===== src/rtl/bsn_mac_sequencer_pkg.sv =====
// Shared definitions for the bit-serial MAC sequencer: FSM state codes,
// precision encodings and the period-per-precision lookup.
package bsn_pkg;

   typedef logic [2:0] state_t;

   localparam state_t ST_IDLE  = 3'd0;
   localparam state_t ST_RUN   = 3'd1;
   localparam state_t ST_FLUSH = 3'd2;
   localparam state_t ST_DONE  = 3'd3;
   localparam state_t ST_CLEAR = 3'd4;

   typedef logic [1:0] prec_t;

   localparam prec_t PREC_8B     = 2'b00;
   localparam prec_t PREC_4B     = 2'b01;
   localparam prec_t PREC_2B     = 2'b10;
   localparam prec_t PREC_4B_ALT = 2'b11;

   // Number of serial cycles needed to consume one operand pair.
   function automatic logic [3:0] period_from_prec(input prec_t prec);
      logic [3:0] period;
      case (prec)
         PREC_8B:     period = 4'd8;
         PREC_4B:     period = 4'd4;
         PREC_2B:     period = 4'd2;
         PREC_4B_ALT: period = 4'd4;
         default:     period = 4'd4;
      endcase
      return period;
   endfunction

endpackage


===== src/rtl/bsn_mac_sequencer_if.sv =====
// Bundle of control, operand, MAC-drive and result signals around the sequencer.
// slave = sequencer side, master = host/MAC side.
interface bsn_mac_sequencer_if #(parameter int VEC_W = 8) ();

   logic             start;
   logic [1:0]       prec;
   logic [VEC_W-1:0] vec_len;
   logic             busy;
   logic             op_valid;
   logic             op_ready;
   logic [7:0]       op_act;
   logic [7:0]       op_wgt;
   logic             mac_en;
   logic             mac_clr_n;
   logic [1:0]       mac_prec;
   logic [7:0]       mac_act;
   logic [7:0]       mac_wgt;
   logic [19:0]      mac_result;
   logic             res_valid;
   logic             res_ready;
   logic [19:0]      res_data;

   modport master (
      output start, prec, vec_len, op_valid, op_act, op_wgt, mac_result, res_ready,
      input  busy, op_ready, mac_en, mac_clr_n, mac_prec, mac_act, mac_wgt,
             res_valid, res_data
   );

   modport slave (
      input  start, prec, vec_len, op_valid, op_act, op_wgt, mac_result, res_ready,
      output busy, op_ready, mac_en, mac_clr_n, mac_prec, mac_act, mac_wgt,
             res_valid, res_data
   );

endinterface


===== src/rtl/bsn_mac_sequencer_period_counter.sv =====
// Bit-position counter for one serial period: advances when enabled and wraps
// at period-1; boundary marks position 0 where a new pair may start.
module bsn_period_counter (
   input  logic       clk,
   input  logic       rstn,
   input  logic       en,
   input  logic [3:0] period,
   output logic       boundary
);

   logic [2:0] cnt_q;
   logic [2:0] cnt_d;
   logic [2:0] last_cnt;

   // Next bit position.
   always_comb begin
      last_cnt = 3'(period - 4'd1);
      if (!en) begin
         cnt_d = cnt_q;
      end else if (cnt_q == last_cnt) begin
         cnt_d = 3'd0;
      end else begin
         cnt_d = cnt_q + 3'd1;
      end
   end

   // Bit position register.
   always_ff @(posedge clk or negedge rstn) begin
      if (!rstn) begin
         cnt_q <= 3'd0;
      end else begin
         cnt_q <= cnt_d;
      end
   end

   assign boundary = (cnt_q == 3'd0);

endmodule


===== src/rtl/bsn_mac_sequencer.sv =====
// Dot-product sequencer feeding a bit-serial MAC one operand pair per period.
// Optional busy-cycle counter on perf_cycles when BSN_SEQ_PERF_CNT_EN is defined.
module bsn_mac_sequencer
   import bsn_pkg::*;
#(
   parameter int VEC_W = 8
) (
   input logic clk,
   input logic rstn,
   bsn_mac_sequencer_if.slave bus
`ifdef BSN_SEQ_PERF_CNT_EN
   ,
   output logic [15:0] perf_cycles
`endif
);

   state_t         state_q, state_d;
   prec_t          prec_q, prec_d;
   logic [VEC_W:0] len_q, len_d;
   logic [VEC_W:0] pairs_q, pairs_d;
   logic [7:0]     act_q, act_d;
   logic [7:0]     wgt_q, wgt_d;
   logic           mac_en_q;
   logic           clr_n_q, clr_n_d;
   logic           res_valid_q, res_valid_d;
   logic [19:0]    res_data_q, res_data_d;
   logic           cnt_en;
   logic           boundary;
   logic           op_ready_s;
   logic           accept;
   logic [3:0]     period;

   assign period     = period_from_prec(prec_q);
   assign op_ready_s = (state_q == ST_RUN) && boundary && (pairs_q < len_q);
   assign accept     = op_ready_s && bus.op_valid;

   bsn_period_counter u_period (
      .clk      (clk),
      .rstn     (rstn),
      .en       (cnt_en),
      .period   (period),
      .boundary (boundary)
   );

   // Sequencer next-state; cnt_en doubles as next-cycle mac_en.
   always_comb begin
      state_d     = state_q;
      prec_d      = prec_q;
      len_d       = len_q;
      pairs_d     = pairs_q;
      act_d       = act_q;
      wgt_d       = wgt_q;
      res_valid_d = res_valid_q;
      res_data_d  = res_data_q;
      cnt_en      = 1'b0;
      case (state_q)
         ST_IDLE: begin
            if (bus.start) begin
               prec_d  = bus.prec;
               len_d   = {1'b0, bus.vec_len};
               pairs_d = {(VEC_W+1){1'b0}};
               if (bus.vec_len == {VEC_W{1'b0}}) begin
                  state_d = ST_DONE;
               end else begin
                  state_d = ST_RUN;
               end
            end else begin
               state_d = ST_IDLE;
            end
         end
         ST_RUN: begin
            if (accept) begin
               act_d   = bus.op_act;
               wgt_d   = bus.op_wgt;
               pairs_d = pairs_q + {{VEC_W{1'b0}}, 1'b1};
               cnt_en  = 1'b1;
            end else if (boundary && (pairs_q == len_q)) begin
               // Last period just finished: push zeros to drain the MAC.
               state_d = ST_FLUSH;
               act_d   = 8'd0;
               wgt_d   = 8'd0;
               cnt_en  = 1'b1;
            end else begin
               cnt_en = !boundary;
            end
         end
         ST_FLUSH: begin
            if (boundary) begin
               state_d = ST_DONE;
            end else begin
               cnt_en = 1'b1;
            end
         end
         ST_DONE: begin
            if (!res_valid_q) begin
               res_valid_d = 1'b1;
               res_data_d  = (len_q == {(VEC_W+1){1'b0}}) ? 20'd0 : bus.mac_result;
            end else if (bus.res_ready) begin
               res_valid_d = 1'b0;
               res_data_d  = 20'd0;
               state_d     = ST_CLEAR;
            end else begin
               state_d = ST_DONE;
            end
         end
         ST_CLEAR: begin
            state_d = ST_IDLE;
            prec_d  = PREC_8B;
         end
         default: begin
            state_d = ST_IDLE;
         end
      endcase
      clr_n_d = (state_d != ST_CLEAR);
   end

   // Sequencer state and registered MAC/result drive.
   always_ff @(posedge clk or negedge rstn) begin
      if (!rstn) begin
         state_q     <= ST_IDLE;
         prec_q      <= PREC_8B;
         len_q       <= {(VEC_W+1){1'b0}};
         pairs_q     <= {(VEC_W+1){1'b0}};
         act_q       <= 8'd0;
         wgt_q       <= 8'd0;
         mac_en_q    <= 1'b0;
         clr_n_q     <= 1'b0;
         res_valid_q <= 1'b0;
         res_data_q  <= 20'd0;
      end else begin
         state_q     <= state_d;
         prec_q      <= prec_d;
         len_q       <= len_d;
         pairs_q     <= pairs_d;
         act_q       <= act_d;
         wgt_q       <= wgt_d;
         mac_en_q    <= cnt_en;
         clr_n_q     <= clr_n_d;
         res_valid_q <= res_valid_d;
         res_data_q  <= res_data_d;
      end
   end

   assign bus.busy      = (state_q != ST_IDLE);
   assign bus.op_ready  = op_ready_s;
   assign bus.mac_en    = mac_en_q;
   assign bus.mac_clr_n = clr_n_q;
   assign bus.mac_prec  = prec_q;
   assign bus.mac_act   = act_q;
   assign bus.mac_wgt   = wgt_q;
   assign bus.res_valid = res_valid_q;
   assign bus.res_data  = res_data_q;

`ifdef BSN_SEQ_PERF_CNT_EN
   logic [15:0] run_q, run_d;
   logic [15:0] perf_q, perf_d;

   // Saturating busy-cycle count, published when the result is reached.
   always_comb begin
      if (state_q == ST_IDLE) begin
         run_d = 16'd0;
      end else if (run_q != 16'hFFFF) begin
         run_d = run_q + 16'd1;
      end else begin
         run_d = run_q;
      end
      if ((state_q != ST_DONE) && (state_d == ST_DONE)) begin
         perf_d = run_d;
      end else begin
         perf_d = perf_q;
      end
   end

   // Performance counter registers.
   always_ff @(posedge clk or negedge rstn) begin
      if (!rstn) begin
         run_q  <= 16'd0;
         perf_q <= 16'd0;
      end else begin
         run_q  <= run_d;
         perf_q <= perf_d;
      end
   end

   assign perf_cycles = perf_q;
`endif

endmodule


===== src/flat_wrapper.sv =====
// flat-port wrapper written by rule: the top's interface ports become plain ports
module bsn_mac_sequencer_flat import bsn_pkg::*;
#(
   parameter int VEC_W = 8
)
  (clk, rstn, bus_start, bus_prec, bus_vec_len, bus_op_valid, bus_op_act, bus_op_wgt, bus_mac_result, bus_res_ready, bus_busy, bus_op_ready, bus_mac_en, bus_mac_clr_n, bus_mac_prec, bus_mac_act, bus_mac_wgt, bus_res_valid, bus_res_data);
  bsn_mac_sequencer_if #(.VEC_W(VEC_W)) bus_i ();
  input logic clk;
  input logic rstn;
  input wire logic [$bits(bus_i.start)-1:0] bus_start;
  input wire logic [$bits(bus_i.prec)-1:0] bus_prec;
  input wire logic [$bits(bus_i.vec_len)-1:0] bus_vec_len;
  input wire logic [$bits(bus_i.op_valid)-1:0] bus_op_valid;
  input wire logic [$bits(bus_i.op_act)-1:0] bus_op_act;
  input wire logic [$bits(bus_i.op_wgt)-1:0] bus_op_wgt;
  input wire logic [$bits(bus_i.mac_result)-1:0] bus_mac_result;
  input wire logic [$bits(bus_i.res_ready)-1:0] bus_res_ready;
  output wire logic [$bits(bus_i.busy)-1:0] bus_busy;
  output wire logic [$bits(bus_i.op_ready)-1:0] bus_op_ready;
  output wire logic [$bits(bus_i.mac_en)-1:0] bus_mac_en;
  output wire logic [$bits(bus_i.mac_clr_n)-1:0] bus_mac_clr_n;
  output wire logic [$bits(bus_i.mac_prec)-1:0] bus_mac_prec;
  output wire logic [$bits(bus_i.mac_act)-1:0] bus_mac_act;
  output wire logic [$bits(bus_i.mac_wgt)-1:0] bus_mac_wgt;
  output wire logic [$bits(bus_i.res_valid)-1:0] bus_res_valid;
  output wire logic [$bits(bus_i.res_data)-1:0] bus_res_data;
  assign bus_i.start = bus_start;
  assign bus_i.prec = bus_prec;
  assign bus_i.vec_len = bus_vec_len;
  assign bus_i.op_valid = bus_op_valid;
  assign bus_i.op_act = bus_op_act;
  assign bus_i.op_wgt = bus_op_wgt;
  assign bus_i.mac_result = bus_mac_result;
  assign bus_i.res_ready = bus_res_ready;
  assign bus_busy = bus_i.busy;
  assign bus_op_ready = bus_i.op_ready;
  assign bus_mac_en = bus_i.mac_en;
  assign bus_mac_clr_n = bus_i.mac_clr_n;
  assign bus_mac_prec = bus_i.mac_prec;
  assign bus_mac_act = bus_i.mac_act;
  assign bus_mac_wgt = bus_i.mac_wgt;
  assign bus_res_valid = bus_i.res_valid;
  assign bus_res_data = bus_i.res_data;
  bsn_mac_sequencer #(.VEC_W(VEC_W)) u_core (.clk(clk), .rstn(rstn), .bus(bus_i));
endmodule

===== config.mk =====
export PLATFORM = sky130hd
export DESIGN_NAME = bsn_mac_sequencer_flat
export DESIGN_NICKNAME = d
export VERILOG_FILES = /design/src/rtl/bsn_mac_sequencer_pkg.sv /design/src/rtl/bsn_mac_sequencer_if.sv /design/src/rtl/bsn_mac_sequencer_period_counter.sv /design/src/rtl/bsn_mac_sequencer.sv /design/src/flat_wrapper.sv
export SDC_FILE = /design/constraint.sdc
export NUM_CORES = 1
export LEC_CHECK = 0
export BUFFER_PORTS_ARGS = -buffer_cell sky130_fd_sc_hd__clkbuf_2
export CAP_MARGIN = 20
export CELL_PAD_IN_SITES_DETAIL_PLACEMENT = 0
export CELL_PAD_IN_SITES_GLOBAL_PLACEMENT = 2
export CORE_MARGIN = 4
export CORE_UTILIZATION = 33
export DETAILED_ROUTE_END_ITERATION = 10
export PLACE_DENSITY = 0.84
export SLEW_MARGIN = 20
export SYNTH_ARGS = -nofsm -noshare
export SYNTH_HDL_FRONTEND = slang
export SYNTH_SLANG_ARGS = --single-unit

===== constraint.sdc =====
create_clock -name clk -period 7.5 [get_ports clk]
set_clock_uncertainty 0.2 [all_clocks]
set_input_delay 0.75 -clock clk [delete_from_list [all_inputs] [get_ports clk]]
set_output_delay 0.75 -clock clk [all_outputs]
set_load 0.01 [all_outputs]

After elaboration in Yosys (flattened, before gate mapping) --
Index checks and enable logic that the tools add are counted. W data, S select, Z words.
Cells by class: equal/unequal tests 13, magnitude comparators 1, reduce and logical (&&, ||, !) cells 20, add/subtract/negate cells 3, multiplexer cells 27
Operators by type and width (count):
- $mux W20 | 3
- $mux W8 | 3
- $mux W3 | 6
- $mux W9 | 2
- $pmux W9 S2 | 1
- $pmux W3 S4 | 1
- $add A9 B1 Y9 const B | 1
- $eq A9 B8 Y1 | 1
- $logic_not A9 Y1 | 1
- $lt A9 B8 Y1 | 1
- $pmux W3 S3 | 1
- $logic_not A8 Y1 | 1
- $reduce_and A2 Y1 | 4
- $eq A3 B2 Y1 const B | 2
- $logic_not A3 Y1 | 2
- $mux W2 | 3
- $reduce_bool A2 Y1 | 3
- $mux W1 | 5
- $eq A2 B2 Y1 const B | 2
- $logic_and A1 B1 Y1 | 4
- $ne A2 B2 Y1 const B | 2
- $pmux W2 S2 | 1
- $add A3 B1 Y3 const B | 1
- $eq A3 B1 Y1 const B | 1
- 12 further kinds | 12
Word-level totals: bits in registers 64, word-level logic and storage cells 75, output and inout port bits 43, bits of input ports 51

Longest topological paths before layout --
depth in word-level cells 7, mapped depth 8

Cells and area by module --
A second synthesis with hierarchy kept.
Unflattened totals: cells, all modules 261, area total of the unflattened synthesis 2974.1 µm²
Modules (own cells, without submodules):
- bsn_mac_sequencer | cells each 239, area each 2736.4 µm², instances 1
- bsn_period_counter | cells each 22, area each 237.7 µm², instances 1

Worst setup path before layout --
Ideal clock, no wire load.
kind reg2out, from register u_core.u_period.cnt_q[0], to output bus_op_ready, stages on the path, launching flop included 6, setup slack 4.902 ns, data arrival time 1.648 ns, cell sequence dfrtp_1 inv_1 ha_1 nor2b_1 o2111ai_2 a211oi_1
On the way: cells in the longest elaborated chain, start to end 3
RTL lines:
- start: declaration | line bsn_mac_sequencer_period_counter.sv:11 | logic [2:0] cnt_q;
- start signal: assignment | line bsn_mac_sequencer_period_counter.sv:32 | cnt_q <= cnt_d;
- $logic_not A3 Y1 | line bsn_mac_sequencer_period_counter.sv:36 | assign boundary = (cnt_q == 3'd0);
- $logic_and A1 B1 Y1 (2 in a row) | line bsn_mac_sequencer.sv:34 | assign op_ready_s = (state_q == ST_RUN) && boundary && (pairs_q < len_q);
- end: declaration | line flat_wrapper.sv:19 | output wire logic [$bits(bus_i.op_ready)-1:0] bus_op_ready;
No other way between the ends.

Worst setup path in the final report --
Ends and elaborated chain as after synthesis.

==> results.cfg <==
[synth]
postSynthAreaPerCell_um2 = 11.1
synth-seq-cells = 64
ys_top_cells_by_count = dfrtp_1, a22o_1, nand2_1
async_flop_share = 1.00
netlist_area_um2 = 2900
muxShareOfSynthArea = 0.0112
synth-simple-area-share = 0.118
ys_types = 43
synth-edff-count = 0
synthFlopType = dfrtp_1
synth_fa_ha_area_frac = 0.0475
syn-num-nets = 324
synth_top_family_by_area = compound AO/OA/AOI/OAI gates
yosysMostFrequentCell = dfrtp_1
synth.top_cell.area_share = 0.552
synth_compound_area_frac = 0.221
ys_seq_area_frac = 0.552
yosys-top-cells-area = dfrtp_1, a22o_1, ha_1
ys_warn_count = 0
yosysTopAreaCell = dfrtp_1
synthXorXnorAreaFrac = 0.00906
synth_cells = 262

[layout]
antenna_cells = 0
stdcell_area_um2 = 3740
final_cells = 470
area_growth_pct = 29.1
fin_nets = 422
finish.utilization = 0.447
drive_above_1_share = 0.334

[die]
fp.dieW_um = 102
io_pins = 94
row_count = 33
die-area_um2 = 10400
core_area_um2 = 8380
die-height_um = 102
initial_core_util = 0.346

[drt]
routed_wl_mm = 7.11
first_pass_iters = 4
antenna_left = 0
wl_per_cell_um = 15.1
drt_iter0_drc = 84
avgViaCountPerCell = 5.04
num_vias = 2367
drc = 0

[place]
hpwl_mm = 5.15
place_ws_ns = 4.56
dp.cells = 454
io_buffers = 93
postPlaceCellArea_um2 = 3490
gp_congestion = 0.805

[critical_path]
worst_setup_path_end_kind = primary output
crit_required_ns = 6.55
crit_buf_inv = 2
worst_setup_path_start_kind = flip-flop
path_class = flip-flop to primary output
path_cells = inv_1 -> ha_1 -> nor2b_1 -> o2111ai_2 -> a211oi_1 -> clkbuf_2
cp_top_family = compound AO/OA/AOI/OAI gates
max_stage_delay_ns = 0.49
arrival_ns = 2.34
critPathSlowestCell = a211oi_1
r2r_slack_ns = 4.54
critPathMaxFanout = 5

[clock_tree]
ctsHoldBuffers = 0
post_cts_buffers = 0
cts_buffer_depth = 2
path_clk_slew_ns = 0.07
cts_buffers = 9
cts_tree = yes
clock-root-buffer = clkbuf_8
clock-sinks = 64
post_cts_resize_count = 0
clkLatencyLatePin_ns = 0.34
htreeDepth = 3

[timing]
hold_slack_ns = 0.303
finalSetupTns_ns = 0
rsz0062_at_grt = no
finalCriticalPeriod_ns = 3.29
hold_violations = 0
tightest_slew_ns = 0.822
drv_slew = 0
setup_ws_ns = 4.21
relSlewSlack = 0.452
period_share = 0.438
finalSetupViolCount = 0
fmax_ghz = 0.304

[global_routing]
overflow = 0
grt_start_max_net_pins = 65
grt_usage = 0.147
antenna_found_initial = 0
first_global_vias = 2441
grt_pass1_wl_mm = 11.9

[flow_run]
maxCapViolCount = 0

[run_status]
status = finished, final reports clean

[pwr]
peakVddDrop_uv = 191
power_density_nw_per_um2 = 353
power_mw = 1.32
power.leakage_nw = 1.88

[min_path]
hp-class = flip-flop to flip-flop
kinds of logic after synthesis:
| kind of cell | after synthesis |
|---|---|
| compound gates | 84 |
| xor+xnor | 3 |
| fa+ha+maj | 11 |
| buf+inv | 30 |
| flops | 64 |
| mux | 3 |
| simple gates | 67 |
power by group:
part / switching (mW) / internal, mW
Combinational: 0.228 / 0.195
Sequential: 0.0789 / 0.447
Clock: 0.141 / 0.232
Total: 0.448 / 0.874
per-layer routing:
| metal | GRT usage | part of all wire | vias up |
|---|---|---|---|
| met5 | 0 | 0 | - |
| met4 | 0.0481 | 0.010 | 0 |
| met3 | 0.0496 | 0.072 | 8 |
| met2 | 0.217 | 0.45 | 80 |
| met1 | 0.203 | 0.47 | 1120 |
| li1 | - | - | 1159 |
cells in the final DEF, fill, tap and decap left out, types with 4 or more instances in the layout:
master,count
nand3_1,5
inv_1,19
nor4_1,5
nand4_1,4
nor2_1,11
ha_1,11
dfrtp_1,64
o21ai_0,15
nor3_1,4
a22o_1,37
a21oi_1,9
buf_4,5
clkbuf_2,93
nand2_1,24
o21ai_1,6
clkbuf_8,10
registers in the layout, summed over array words and instances, names as in the netlist:
| name | flops |
|---|---|
| u_core.bus.res_data | 20 |
| u_core.pairs_q | 9 |
| u_core.bus.mac_act | 8 |
| u_core.bus.mac_wgt | 8 |
| u_core.len_q | 8 |
| u_core.state_q | 3 |
| u_core.u_period.cnt_q | 3 |
| u_core.bus.mac_prec | 2 |
| u_core.bus.mac_clr_n | 1 |
| u_core.bus.mac_en | 1 |
| u_core.bus.res_valid | 1 |
final cells by class:
class                      instances  area, um2
fill                             830       4640
sequential                        64       1600
multi-input combinational        168       1180
timing repair buffer              98        503
clock buffer                      10        138
tap                              105        131
clock inverter                     6        115
inverter                          19       71.3
final timing paths:
check	start	to	cells past startpoint
setup reg to reg	u_core.pairs_q[3]	u_core.bus.mac_wgt[2]	7
min in group asynchronous	rstn	u_core.bus.mac_en	2
hold reg to reg	u_core.bus.mac_act[1]	u_core.bus.mac_act[1]	1
hold / removal	u_core.bus.mac_act[1]	u_core.bus.mac_act[1]	1
max in group asynchronous	rstn	u_core.bus.res_data[4]	2
setup / recovery	u_core.u_period.cnt_q[0]	bus_op_ready	6
Power figures use the tool's default switching activity.
